===== src/rtl/block_interleaver.sv =====
// Row/column block interleaver with a ping-pong buffer.
// Each block of ROWS*COLS symbols is written row-major into one bank and
// read out column-major from the other bank, so writing block n+1
// overlaps reading block n.
// Optional build macro: BLKINT_DEINT_EN adds a 'deint' input. That input
// selects, per bank, the inverse (deinterleave) read order.
module block_interleaver #(
  parameter int unsigned DATA_W = 8,
  parameter int unsigned ROWS   = 4,
  parameter int unsigned COLS   = 8
) (
  input  logic              clk,
  input  logic              reset,
  input  logic [DATA_W-1:0] in_data,
  input  logic              in_valid,
  output logic              in_ready,
`ifdef BLKINT_DEINT_EN
  input  logic              deint,
`endif
  output logic [DATA_W-1:0] out_data,
  output logic              out_valid,
  input  logic              out_ready,
  output logic              out_last
);

  localparam int unsigned N  = ROWS * COLS;
  localparam int unsigned AW = $clog2(N);
  localparam int unsigned RW = $clog2(ROWS);
  localparam int unsigned CW = $clog2(COLS);

  localparam logic [RW-1:0] ROW_MAX = RW'(ROWS - 1);
  localparam logic [CW-1:0] COL_MAX = CW'(COLS - 1);

  // Symbol storage: two banks, one write port, one read port.
  logic [DATA_W-1:0] mem [2][N];

  // Control state and its next-state values.
  logic [1:0]        bank_full, bank_full_nxt;
  logic              wr_bank, wr_bank_nxt;
  logic              rd_bank, rd_bank_nxt;
  logic [RW-1:0]     wr_row, wr_row_nxt;
  logic [CW-1:0]     wr_col, wr_col_nxt;
  logic [RW-1:0]     rd_row, rd_row_nxt;
  logic [CW-1:0]     rd_col, rd_col_nxt;
  logic [DATA_W-1:0] out_data_nxt;
  logic              out_valid_nxt;
  logic              out_last_nxt;

  logic              wr_fire;
  logic              wr_last;
  logic              rd_load;
  logic              rd_last;
  logic              rd_colfirst;
  logic [AW-1:0]     waddr;
  logic [AW-1:0]     raddr;
  logic [DATA_W-1:0] rd_word;

`ifdef BLKINT_DEINT_EN
  // Per-bank read-order mode, captured when the bank fills.
  logic [1:0] mode, mode_nxt;
  assign rd_colfirst = mode[rd_bank];
`else
  assign rd_colfirst = 1'b0;
`endif

  assign in_ready = ~bank_full[wr_bank];
  assign wr_fire  = in_valid & in_ready;
  assign wr_last  = (wr_row == ROW_MAX) && (wr_col == COL_MAX);
  assign rd_load  = bank_full[rd_bank] & (~out_valid | out_ready);
  assign rd_last  = (rd_row == ROW_MAX) && (rd_col == COL_MAX);

  // Write address is always row-major.
  assign waddr = AW'(wr_row) * AW'(COLS) + AW'(wr_col);

  // Read address: row-major address walked column-first (interleave), or
  // column-major address walked row-first (deinterleave).
  always_comb begin
    raddr = AW'(rd_row) * AW'(COLS) + AW'(rd_col);
    if (rd_colfirst) begin
      raddr = AW'(rd_col) * AW'(ROWS) + AW'(rd_row);
    end
  end

  assign rd_word = mem[rd_bank][raddr];

  // Buffer write port; contents are intentionally not reset.
  always_ff @(posedge clk) begin
    if (wr_fire) begin
      mem[wr_bank][waddr] <= in_data;
    end
  end

  // Next-state logic for the write counters, read counters, bank flags and output register.
  always_comb begin
    bank_full_nxt = bank_full;
    wr_bank_nxt   = wr_bank;
    rd_bank_nxt   = rd_bank;
    wr_row_nxt    = wr_row;
    wr_col_nxt    = wr_col;
    rd_row_nxt    = rd_row;
    rd_col_nxt    = rd_col;
    out_data_nxt  = out_data;
    out_valid_nxt = out_valid;
    out_last_nxt  = out_last;
`ifdef BLKINT_DEINT_EN
    mode_nxt      = mode;
`endif

    // Writer: row-major fill; close the bank on its last symbol.
    if (wr_fire) begin
      if (wr_last) begin
        bank_full_nxt[wr_bank] = 1'b1;
        wr_bank_nxt            = ~wr_bank;
        wr_row_nxt             = '0;
        wr_col_nxt             = '0;
`ifdef BLKINT_DEINT_EN
        mode_nxt[wr_bank]      = deint;
`endif
      end else if (wr_col == COL_MAX) begin
        wr_col_nxt = '0;
        wr_row_nxt = wr_row + RW'(1);
      end else begin
        wr_col_nxt = wr_col + CW'(1);
      end
    end

    // Reader: load the output register whenever it is empty or being drained.
    if (rd_load) begin
      out_data_nxt  = rd_word;
      out_valid_nxt = 1'b1;
      out_last_nxt  = rd_last;
      if (rd_last) begin
        bank_full_nxt[rd_bank] = 1'b0;
        rd_bank_nxt            = ~rd_bank;
        rd_row_nxt             = '0;
        rd_col_nxt             = '0;
      end else if (rd_colfirst) begin
        if (rd_col == COL_MAX) begin
          rd_col_nxt = '0;
          rd_row_nxt = rd_row + RW'(1);
        end else begin
          rd_col_nxt = rd_col + CW'(1);
        end
      end else begin
        if (rd_row == ROW_MAX) begin
          rd_row_nxt = '0;
          rd_col_nxt = rd_col + CW'(1);
        end else begin
          rd_row_nxt = rd_row + RW'(1);
        end
      end
    end else if (out_ready) begin
      out_valid_nxt = 1'b0;
    end
  end

  // Control and output registers.
  always_ff @(posedge clk or negedge reset) begin
    if (!reset) begin
      bank_full <= '0;
      wr_bank   <= 1'b0;
      rd_bank   <= 1'b0;
      wr_row    <= '0;
      wr_col    <= '0;
      rd_row    <= '0;
      rd_col    <= '0;
      out_data  <= '0;
      out_valid <= 1'b0;
      out_last  <= 1'b0;
`ifdef BLKINT_DEINT_EN
      mode      <= '0;
`endif
    end else begin
      bank_full <= bank_full_nxt;
      wr_bank   <= wr_bank_nxt;
      rd_bank   <= rd_bank_nxt;
      wr_row    <= wr_row_nxt;
      wr_col    <= wr_col_nxt;
      rd_row    <= rd_row_nxt;
      rd_col    <= rd_col_nxt;
      out_data  <= out_data_nxt;
      out_valid <= out_valid_nxt;
      out_last  <= out_last_nxt;
`ifdef BLKINT_DEINT_EN
      mode      <= mode_nxt;
`endif
    end
  end

endmodule

===== config.mk =====
export PLATFORM = sky130hd
export DESIGN_NAME = block_interleaver
export DESIGN_NICKNAME = d
export VERILOG_FILES = /design/src/rtl/block_interleaver.sv
export SDC_FILE = /design/constraint.sdc
export NUM_CORES = 1
export LEC_CHECK = 0
export ABC_AREA = 1
export ABC_CLOCK_PERIOD_IN_PS = 1900
export BUFFER_PORTS_ARGS = -buffer_cell sky130_fd_sc_hd__buf_2
export CAP_MARGIN = 5
export CORE_UTILIZATION = 25
export CTS_BUF_LIST = sky130_fd_sc_hd__clkbuf_4
export DETAILED_ROUTE_END_ITERATION = 12
export GPL_ROUTABILITY_DRIVEN = 0
export PLACE_DENSITY = 0.5
export SLEW_MARGIN = 20
export SYNTH_ARGS = -nofsm -noshare
export SYNTH_HDL_FRONTEND = slang
export SYNTH_SLANG_ARGS = --single-unit
export TNS_END_PERCENT = 50

===== constraint.sdc =====
create_clock -name clk -period 1.9 [get_ports clk]
set_input_delay 0 -clock clk [delete_from_list [all_inputs] [get_ports clk]]
set_output_delay 0 -clock clk [all_outputs]
set_load 0.01 [all_outputs]

==> out/metrics.yaml, run 1 <==
clk_path_buf_depth: 3
rsz0062_at_grt: "true"
yosys-top-cells-area: "edfxtp_1 (69%), nand2_1 (11%), nand3_1 (11%)"
die_y_um: 300
seq_area_frac_synth_pct: 72.2
place_area_um2: 24800
r2r_end: "out_data[5]"
dp_slack_ns: -0.236
drtPass1Iterations: 5
clk_pin_slew_ns: 0.07
grt_pass1_vias: 15800
grt_overflow: 0
grt_util_met3_pct: 3.02
maxCapViolations: 0
finalMaxSlewViolations: 0
powerDensity_nw_per_um2: 1440
fin_nets: 2152
vias_per_cell: 4.57
power.share.switching_pct: 39.0
fmax_mhz: 503
drt-wirelength-per-cell_um: 19.5
start_kind: "flop"
total_power_mw: 40.8
cts_tree: "done"
htree_levels: 4
drcViolationCount: 0
max-slew-margin-rel_pct: 63.5
comb_power_share_pct: 41.9
synth_area_um2: 22100
reg2regPathDepth: 14
syn_inst: 1881
synth_area_leader_cell: "edfxtp_1"
placementRows: 108
critPathArrivalTime_ns: 2.88
synth-adder-area-share_pct: 0.735
synth_top_family_by_area: "simple AND/OR/NAND/NOR gates"
grt_util_all_layers_pct: 14.5
die_x_um: 300
setup.worst_path.class: "reg2reg"
hold_viol_final: 0
finalCriticalPeriod_ns: 1.99
reg2reg_slack_ns: -0.09
min_to: "wr_col[2]"
hold_class: "in2reg"
grtUsageMet2_pct: 24.0
synth_xor_area_share_pct: 0.0791
synth_cell_types: 22
intPower_mw: 24.9
min_period_over_period_pct: 105
final_common_cell: "nand2_1"
grt_max_degree: 66
final_antenna_net_count: 0
wl_mm: 65.8
whs_path_depth: 6
p_leak_nw: 10.5
most-common-layout-cells: "nand2_1 (594), edfxtp_1 (512), nand3_1 (360), clkbuf_4 (214), buf_4 (105)"
synth_area_per_cell_um2: 11.8
met1_usage_pct: 18.1
cts_root_buf: "clkbuf_4"
synthMuxAreaShare_pct: 0
fin_skew_ns: 0.0460
drive_gt1_share_pct: 28.5
design.portCount: 23
endpoint_kind: "flop"
cts_sinks: 536
num_vias: 15400
r2r_start: "rd_bank"
dieArea_um2: 89700
io_buffers: 22
worstSkewPairLatency_ns: 0.98
grt_pass1_wl_mm: 97.3
status: "complete, but fails checks"
worstPathRequired_ns: 2.79
yosysWarnings: 0
grt_antenna_before_repair: 4
crit_path_max_fanout: 7
grt_busiest_layer: "met2"
dr.first_iter.drc_count: 1069
tightest_slew_ns: 0.545
synthToLayoutAreaGrowth_pct: 28.2
switchingPower_mw: 15.9
synth.top_cell.area_share_pct: 69.4
synth_nets: 1906
violations: "setup timing"
synth_compound_area_share_pct: 0.418
dpl.hpwl_mm: 35.5
fin_area_um2: 28400
design.core.area_um2: 87300
initial_core_util_pct: 25.4
worst_slack_ns: -0.0894
numCtsBuffers: 143
peakVddDrop_v: 0.000880
yosys.area_share.simple_pct: 22.9
p_seq_share_pct: 33.6
ys_ff_latch: 536
hp-start: "in_valid"
pwr-share-clk_pct: 24.5
setup_violations: 8
-- repair_timing --
action	in CTS	in global routing
hold buffers	20	0
endpoints found under the setup margin	25	235
resized for setup	99	116
gates cloned	13	9
setup buffers	12	3
pin swaps	25	63
endpoints found under the hold margin	879	0
-- routing by layer --
metal  vias to the layer above  wire length (µm)
met2                       466             32100
li1                       7249                 -
met1                      7602             28100
met5                         -                27
met3                       124              3490
met4                         4              2050
-- kinds of logic (layout without fill, tap and decap cells) --
family,count (synthesis),in the layout
simple gates,1171,1171
flops,536,536
buf+inv,142,481
compound gates,17,17
fa+ha+maj,13,13
xor+xnor,2,2
other cells,0,6
-- sequential cells by signal (all words and copies together), names as in the netlist --
signal / flops
wr_col: 3
out_last: 1
rd_row: 2
out_data: 8
rd_bank: 1
rd_col: 3
out_valid: 1
bank_full: 2
mem: 512
wr_row: 2
wr_bank: 1
-- worst max-delay path by stage --
stage / from / end / slack (ns) / cells after the start
6_report: rd_bank / out_data[5] / -0.09 / 14
5_1_grt: rd_bank / out_data[1] / -0.16 / 14
4_1_cts: rd_bank / out_data[2] / -0.09 / 13
3_5_place_dp: rd_bank / out_data[2] / -0.24 / 11
3_3_place_gp: rd_bank / out_data[1] / -0.23 / 12
2_1_floorplan: wr_bank / mem[0][128] / -0.14 / 6
-- per-stage QoR --
step / util [%] / hold WS, ns / cells / TNS [ns]
final: 32.5 / 0.107 / 3381 / -0.469
after floorplan: - / -0.296 / 1881 / -57.61
after global routing: 32.5 / 0.0575 / 3381 / -1.12
after CTS: 31.7 / 0.00683 / 3365 / -0.626
after detailed placement: 28.4 / 0.0863 / 3082 / -1.39
after global placement: 28.4 / 0.0777 / 3082 / -1.34
-- cells in the mapped netlist, drive strengths merged --
cell type    n
a21oi        1
buf        105
clkbuf      17
clkinv       4
dfrtp       24
edfxtp     512
ha          13
inv         16
nand2      636
nand3      468
nor2         3
nor3        64
o21a         1
o21ai       14
o22ai        1
xor2         2
-- cell type report --
class                      instances  area (µm²)
fill                            8908       58900
sequential                       536       16000
multi-input combinational       1203        6330
timing repair buffer             222        2730
clock buffer                     214        1610
tap                             1155        1450
clock inverter                    24         144
inverter                          20         111
antenna                            6        15.0
timing repair inverter             1        11.3
-- power groups by stage --
stage	logic [mW]	clock network, mW	registers (mW)
6_report	17.1	9.98	13.7
5_1_grt	18.4	10.9	13.7
4_1_cts	15.8	10.3	13.7
3_5_place_dp	13.3	0	14.0
3_3_place_gp	13.3	0	14.0
2_1_floorplan	8.35	0	13.8
-- worst max-delay path: stages (launching register included) --
cell       delay [ns]
dfrtp_4          0.52
buf_12           0.16
clkinv_16        0.09
buf_12           0.15
buf_16           0.13
nand2_1          0.05
nand3_1          0.08
nand3_2          0.13
nand3_4          0.11
nand2_2          0.08
nand2_2          0.06
nand3_2          0.13
nand2_2          0.10
nand2_1          0.05
nand2_1          0.06
No activity file was read; power rests on OpenSTA's default activity.
==> run 2: changes to the inputs <==
Settings changed: ABC_CLOCK_PERIOD_IN_PS 1900 to 2400, PLACE_DENSITY 0.5 to 0.48.
Clock period 1.9 ns to 2.4 ns, I/O delays scaled along.
==> run 2 against run 1 <==
Net effect: largest cell class unchanged; total power down 29%; the run now ends clean; design area shrank 8.0%; non-clock buffer count is 61 lower; critical path depth shrank 3; first-iteration DRC count increased by 15%; count of clock-buffer cells in the layout is 3 higher; utilization shrank 2.6 points; combinational power down 43%; die area did not move; critical path type unchanged; final cell count down 1.6%; clock power shrank 18%; highest routed layer is now met4; worst setup slack better by 0.27 ns.
==> out/metrics.yaml, run 2 (synthesized netlist as in run 1, its figures left out) <==
critPathMaxStageDelay_ns: 0.44  # -0.08 ns
largest_reg_flops: 512  # unchanged
critPathBufInv: 2  # -2
multi_input_area_um2: 5330  # -16%
placementRows: 108  # unchanged
p_seq_share_pct: 37.8  # +4.2 points
rsz0062_at_grt: "false"
wl_mm: 62.2  # -5.5%
cts_sinks: 536  # unchanged
nFillCells: 9117  # +2.3%
pwr-share-clk_pct: 28.2  # +3.7 points
worstSkewPairLatency_ns: 1.00  # +0.02 ns
cts_hold_buf: 20  # unchanged
status: "finished, final reports clean"
grt_pass1_vias: 15300  # -3.3%
drcViolationCount: 0  # unchanged
power.share.switching_pct: 38.3  # -0.67 points
design.core.area_um2: 87300  # unchanged
hold_class: "in2reg"
min_period_over_period_pct: 92.6  # -12 points
start_kind: "flop"
tightest_slew_ns: 0.826  # +0.281 ns
critPathArrivalTime_ns: 3.09  # +0.21 ns
total_power_mw: 28.8  # -29%
path_cells: "buf_12 -> buf_4 -> nand3_1 -> nand3_1 -> nand3_1 -> nand2_1 -> nand2_1 -> nand3_1 -> nand2_1 -> nand2_1 -> nand2_1"
setup.worst_path.class: "reg2reg"
initial_core_util_pct: 25.4  # unchanged
post_cts_resized: 0  # -100%
clk_path_buf_depth: 3  # unchanged
final.setup.tns_ns: 0  # +0.469 ns
worstPathRequired_ns: 3.27  # +0.48 ns
clk_pin_slew_ns: 0.07  # about the same
switchingPower_mw: 11.0  # -31%
cp_common_cell: "nand2_1"
grt_max_degree: 88  # +33%
drive_gt1_share_pct: 17.5  # -11 points
cts_tree: "done"
final_antenna_net_count: 0  # unchanged
numCtsBuffers: 146  # +2.1%
num_vias: 15100  # -2.3%
place_area_um2: 24000  # -3.0%
top_register: "mem"
finalMaxSlewViolations: 0  # unchanged
crit_family: "simple AND/OR/NAND/NOR gates"
vias_per_cell: 4.54  # -0.70%
most-common-layout-cells: "nand2_1 (636), edfxtp_1 (512), nand3_1 (468), clkbuf_4 (217), buf_4 (104)"
maxCapViolations: 0  # unchanged
hold_viol_final: 0  # unchanged
synthToLayoutAreaGrowth_pct: 17.9
dieArea_um2: 89700  # unchanged
setup_violations: 0  # -8
powerDensity_nw_per_um2: 1110  # -23%
dpl.hpwl_mm: 37.0  # +4.3%
p_leak_nw: 9.48  # -9.5%
ff_latch_area_um2: 16000  # about the same
fin_nets: 2093  # -2.7%
die_y_um: 300  # unchanged
htree_levels: 4  # unchanged
intPower_mw: 17.8  # -29%
endpoint_kind: "flop"
drtPass1Iterations: 7  # +2
grt_overflow: 0  # unchanged
peakVddDrop_v: 0.000607  # -31%
max-slew-margin-rel_pct: 45.0  # -19 points
fin_skew_ns: 0.0516  # +0.00555 ns
finalCriticalPeriod_ns: 2.22  # +0.233 ns
comb_power_share_pct: 33.9  # -8.0 points
crit_path_max_fanout: 80  # +73
dr.first_iter.drc_count: 1232  # +15%
grt_pass1_wl_mm: 95.0  # -2.3%
cts_root_buf: "clkbuf_4"
drt-wirelength-per-cell_um: 18.7  # -4.0%
die_x_um: 300  # unchanged
final_common_cell: "nand2_1"
largestRegisters: "mem: 512 flops, out_data: 8 flops"
cts_setup_buffers: 0  # -12
fin_area_um2: 26100  # -8.0%
fmax_mhz: 450  # -10%
grt_antenna_before_repair: 3  # -1
grt_util_all_layers_pct: 14.1  # -0.37 points
holdWs_ns: 0.116  # +0.00925 ns
design.portCount: 23  # unchanged
crit_path_top_delay_cell: "dfrtp_4"
io_buffers: 22  # unchanged
run 2: changes by cell type in the layout (fill, tap and decap cells not counted), moves of 9 or more:
cell	previous run	this run
buf_12	39	16
buf_16	15	0
buf_6	10	0
clkbuf_16	9	0
nand2_1	594	636
nand2_2	42	0
nand3_1	360	468
nand3_2	103	0
nor3_1	19	64
nor3_2	33	0
nor3_4	12	0
run 2: worst paths after layout:
path | startpoint | endpoint | slack (ns) | cells after the start
min in group asynchronous | reset | out_valid | 0.57 | 5
worst min-delay path | in_data[7] | mem[1][191] | 0.12 | 3
max in group asynchronous | reset | rd_bank | 1.62 | 5
worst min register to register | out_valid | out_valid | 0.53 | 2
worst max-delay path | rd_col[0] | out_data[3] | 0.18 | 11
worst max register to register | rd_col[0] | out_data[3] | 0.18 | 11
run 2: area by class of cell:
class                   instances  share of cell area (%)
flip-flops and latches        536                    61.3
multi-input cells            1203                    20.4
repair buffers                161                    5.37
clock inverters                28                   0.758
well taps                    1155                    5.54
clock buffers                 217                    6.24
inverters                      20                   0.316
diodes                          8                  0.0767
run 2: routing by layer:
metal	track usage [%]	part of all wire, %	vias to the layer above
met2	22.3	47	455
met3	3.05	5.8	128
met4	6.26	3.0	0
met5	0	0	-
li1	-	-	7134
met1	18.5	44	7380
run 2: metrics by stage:
| stage | cells | setup slack [ns] | utilization [%] |
|---|---|---|---|
| CTS | 3320 | 0.214 | 29.9 |
| global route | 3327 | 0.0343 | 29.9 |
| global placement | 3055 | 0.196 | 27.5 |
| finish | 3328 | 0.178 | 29.9 |
| detailed placement | 3055 | 0.243 | 27.5 |
| floorplan | 1881 | 0.109 | - |
run 2: power groups by stage:
| stage | sequential (mW) | clock, mW | combinational (mW) |
|---|---|---|---|
| 3_3_place_gp | 11.1 | 0 | 9.86 |
| 3_5_place_dp | 11.1 | 0 | 9.82 |
| 5_1_grt | 10.9 | 8.92 | 10.8 |
| 6_report | 10.9 | 8.15 | 9.78 |
| 2_1_floorplan | 10.9 | 0 | 6.44 |
| 4_1_cts | 10.9 | 8.42 | 9.89 |
run 2: worst register-to-register path, stage by stage (launching register included):
cell and delay [ns]:
dfrtp_4 0.44, buf_12 0.37, buf_4 0.39, nand3_1 0.11
nand3_1 0.15, nand3_1 0.19, nand2_1 0.16, nand2_1 0.06
nand3_1 0.08, nand2_1 0.06, nand2_1 0.06, nand2_1 0.05
==> run 3: changes to the inputs <==
Settings changed: RECOVER_POWER from default to 50.
==> run 3 against run 2 <==
Net effect: the flow now finishes with violations (capacitance limit, slew limit); count of clock-buffer cells in the layout stayed put; critical path depth is 4 lower; register-to-register slack worse by 0.03 ns; largest cell class unchanged; largest power group unchanged; critical path type unchanged; design area is 0.41% lower; worst setup slack worse by 0.034 ns.
==> out/metrics.yaml, run 3 (synthesized netlist as in run 1, its figures left out) <==
nFillCells: 9138  # +0.23%
vias_per_cell: 4.54  # +0.19%
cts_root_buf: "clkbuf_4"
critPathMaxStageDelay_ns: 0.40  # -0.04 ns
status: "complete, but fails checks"
crit_path_max_fanout: 10  # -88%
numCtsBuffers: 146  # unchanged
maxCapViolations: 8  # +8
critPathArrivalTime_ns: 2.92  # -0.17 ns
design.portCount: 23  # unchanged
min_to: "out_valid"
setup_violations: 0  # unchanged
pwr-share-clk_pct: 28.3  # about the same
clk_pin_slew_ns: 0.06  # about the same
hp-start: "out_ready"
multi_input_area_um2: 5330  # unchanged
switchingPower_mw: 11.0  # about the same
p_leak_nw: 9.40  # -0.94%
wl_mm: 62.3  # +0.15%
num_vias: 15100  # +0.19%
reg2regPathDepth: 7  # -4
final.setup.tns_ns: 0  # unchanged
grt_max_degree: 88  # unchanged
r2r_start: "wr_bank"
tightest_slew_ns: 2.03  # +1.20 ns
intPower_mw: 17.8  # -0.13%
max-slew-margin-rel_pct: -35.2  # -80 points
dieArea_um2: 89700  # unchanged
most-common-layout-cells: "nand2_1 (636), edfxtp_1 (512), nand3_1 (468), clkbuf_4 (217), buf_4 (96)"
cts_sinks: 536  # unchanged
comb_power_share_pct: 33.8  # about the same
grt_util_all_layers_pct: 14.1  # unchanged
clk_path_buf_depth: 3  # unchanged
die_x_um: 300  # unchanged
final_common_cell: "nand2_1"
synthToLayoutAreaGrowth_pct: 17.4
rsz0062_at_grt: "false"
grt_pass1_vias: 15300  # unchanged
ff_latch_area_um2: 16000  # unchanged
initial_core_util_pct: 25.4  # unchanged
peakVddDrop_v: 0.000608  # about the same
holdWs_ns: 0.391  # +0.275 ns
hold_viol_final: 0  # unchanged
min_period_over_period_pct: 94.0  # +1.4 points
drcViolationCount: 0  # unchanged
start_kind: "flop"
critPathLaunch: "wr_bank"
finalCriticalPeriod_ns: 2.26  # +0.0336 ns
fmax_mhz: 443  # -1.5%
top_register: "mem"
io_buffers: 22  # unchanged
placementRows: 108  # unchanged
endpoint_kind: "flop"
largestRegisters: "mem: 512 flops, out_data: 8 flops"
design.core.area_um2: 87300  # unchanged
power.share.switching_pct: 38.3  # about the same
dr.first_iter.drc_count: 1169  # -5.1%
grt_antenna_before_repair: 3  # unchanged
path_cells: "o21ai_0 -> nand2_1 -> inv_1 -> nand2_1 -> buf_4 -> nor3_1 -> buf_4"
worstSkewPairLatency_ns: 1.00  # about the same
violations: "capacitance limit, slew limit"
crit_path_top_delay_cell: "dfrtp_1"
drtPass1Iterations: 5  # -2
grt_pass1_wl_mm: 95.0  # unchanged
whs_path_depth: 6  # +3
drt-wirelength-per-cell_um: 18.7  # +0.15%
grt_overflow: 0  # unchanged
largest_reg_flops: 512  # unchanged
powerDensity_nw_per_um2: 1110  # +0.30%
fin_skew_ns: 0.0521  # +0.000515 ns
die_y_um: 300  # unchanged
hold_class: "in2reg"
setup.worst_path.class: "reg2reg"
htree_levels: 4  # unchanged
final_antenna_net_count: 0  # unchanged
finalMaxSlewViolations: 301  # +301
worstPathRequired_ns: 3.06  # -0.21 ns
cts_tree: "done"
reg2reg_slack_ns: 0.14  # -0.03 ns
dpl.hpwl_mm: 37.0  # unchanged
drive_gt1_share_pct: 16.4  # -1.1 points
p_seq_share_pct: 37.9  # about the same
fin_nets: 2093  # unchanged
r2r_end: "mem[0][128]"
==> run 3: changes by cell type in the layout (fill, tap and decap cells not counted) <==
| cell | change |
|---|---|
| clkbuf_1 | +22 |
| buf_2 | -15 |
| buf_4 | -8 |
| clkbuf_2 | +5 |
| buf_12 | -4 |
| inv_1 | +1 |
| inv_2 | -1 |
| o21ai_0 | +1 |
| o21ai_1 | -1 |
==> run 3: critical path: cells and delay by family (launching register included) <==
family / cells / cell delay (ns)
buf+inv: 3 / 0.71
compound gates: 1 / 0.31
simple gates: 3 / 0.51
flops: 1 / 0.40
==> run 3: timing repair <==
action | in CTS | in global routing
gates resized for setup | 0 | 0
setup buffers | 0 | 0
hold buffers | 20 | 0
endpoints found under the hold margin | 615 | 0
==> run 3: final cells by class <==
type,count,share of cell area (%)
clock inverter,28,0.761
timing repair buffer,161,4.98
multi-input combinational,1203,20.5
clock buffer,217,6.27
tap,1155,5.56
sequential,536,61.5
inverter,20,0.318
antenna,8,0.0770
==> run 3: metrics by stage <==
stage          setup slack (ns)  instances  power (mW)  instance area, µm²  utilization (%)
6_report                  0.144       3328        28.8               26000             29.8
3_5_place_dp              0.243       3055        20.9               24000             27.5
2_1_floorplan             0.109       1881        17.4               22100                -
4_1_cts                   0.214       3320        29.2               26100             29.9
5_1_grt                  0.0337       3327        30.6               26000             29.8
3_3_place_gp              0.196       3055        21.0               24000             27.5
==> run 3: worst max path at each step <==
| stage | end | slack, ns | depth (start not counted) |
|---|---|---|---|
| floorplan | mem[0][136] | 0.11 | 7 |
| global placement | out_data[3] | 0.20 | 11 |
| detailed placement | out_data[3] | 0.24 | 11 |
| CTS | out_data[3] | 0.21 | 11 |
| global route | mem[0][160] | 0.03 | 7 |
| finish | mem[0][128] | 0.14 | 7 |
==> run 3: layer usage <==
layer	vias to the layer above	global-route usage, %	share of wire [%]	routed length (µm)
met3	127	3.05	5.3	3280
met1	7420	18.5	45	27900
met2	446	22.3	47	29300
met4	0	6.26	2.9	1800
met5	-	0	0	0
li1	7132	-	-	-
==> run 3: power groups by stage <==
stage,combinational (mW),sequential [mW],clock (mW)
6_report,9.74,10.9,8.15
5_1_grt,10.7,10.9,8.92
4_1_cts,9.89,10.9,8.42
3_5_place_dp,9.82,11.1,0
3_3_place_gp,9.86,11.1,0
2_1_floorplan,6.44,10.9,0
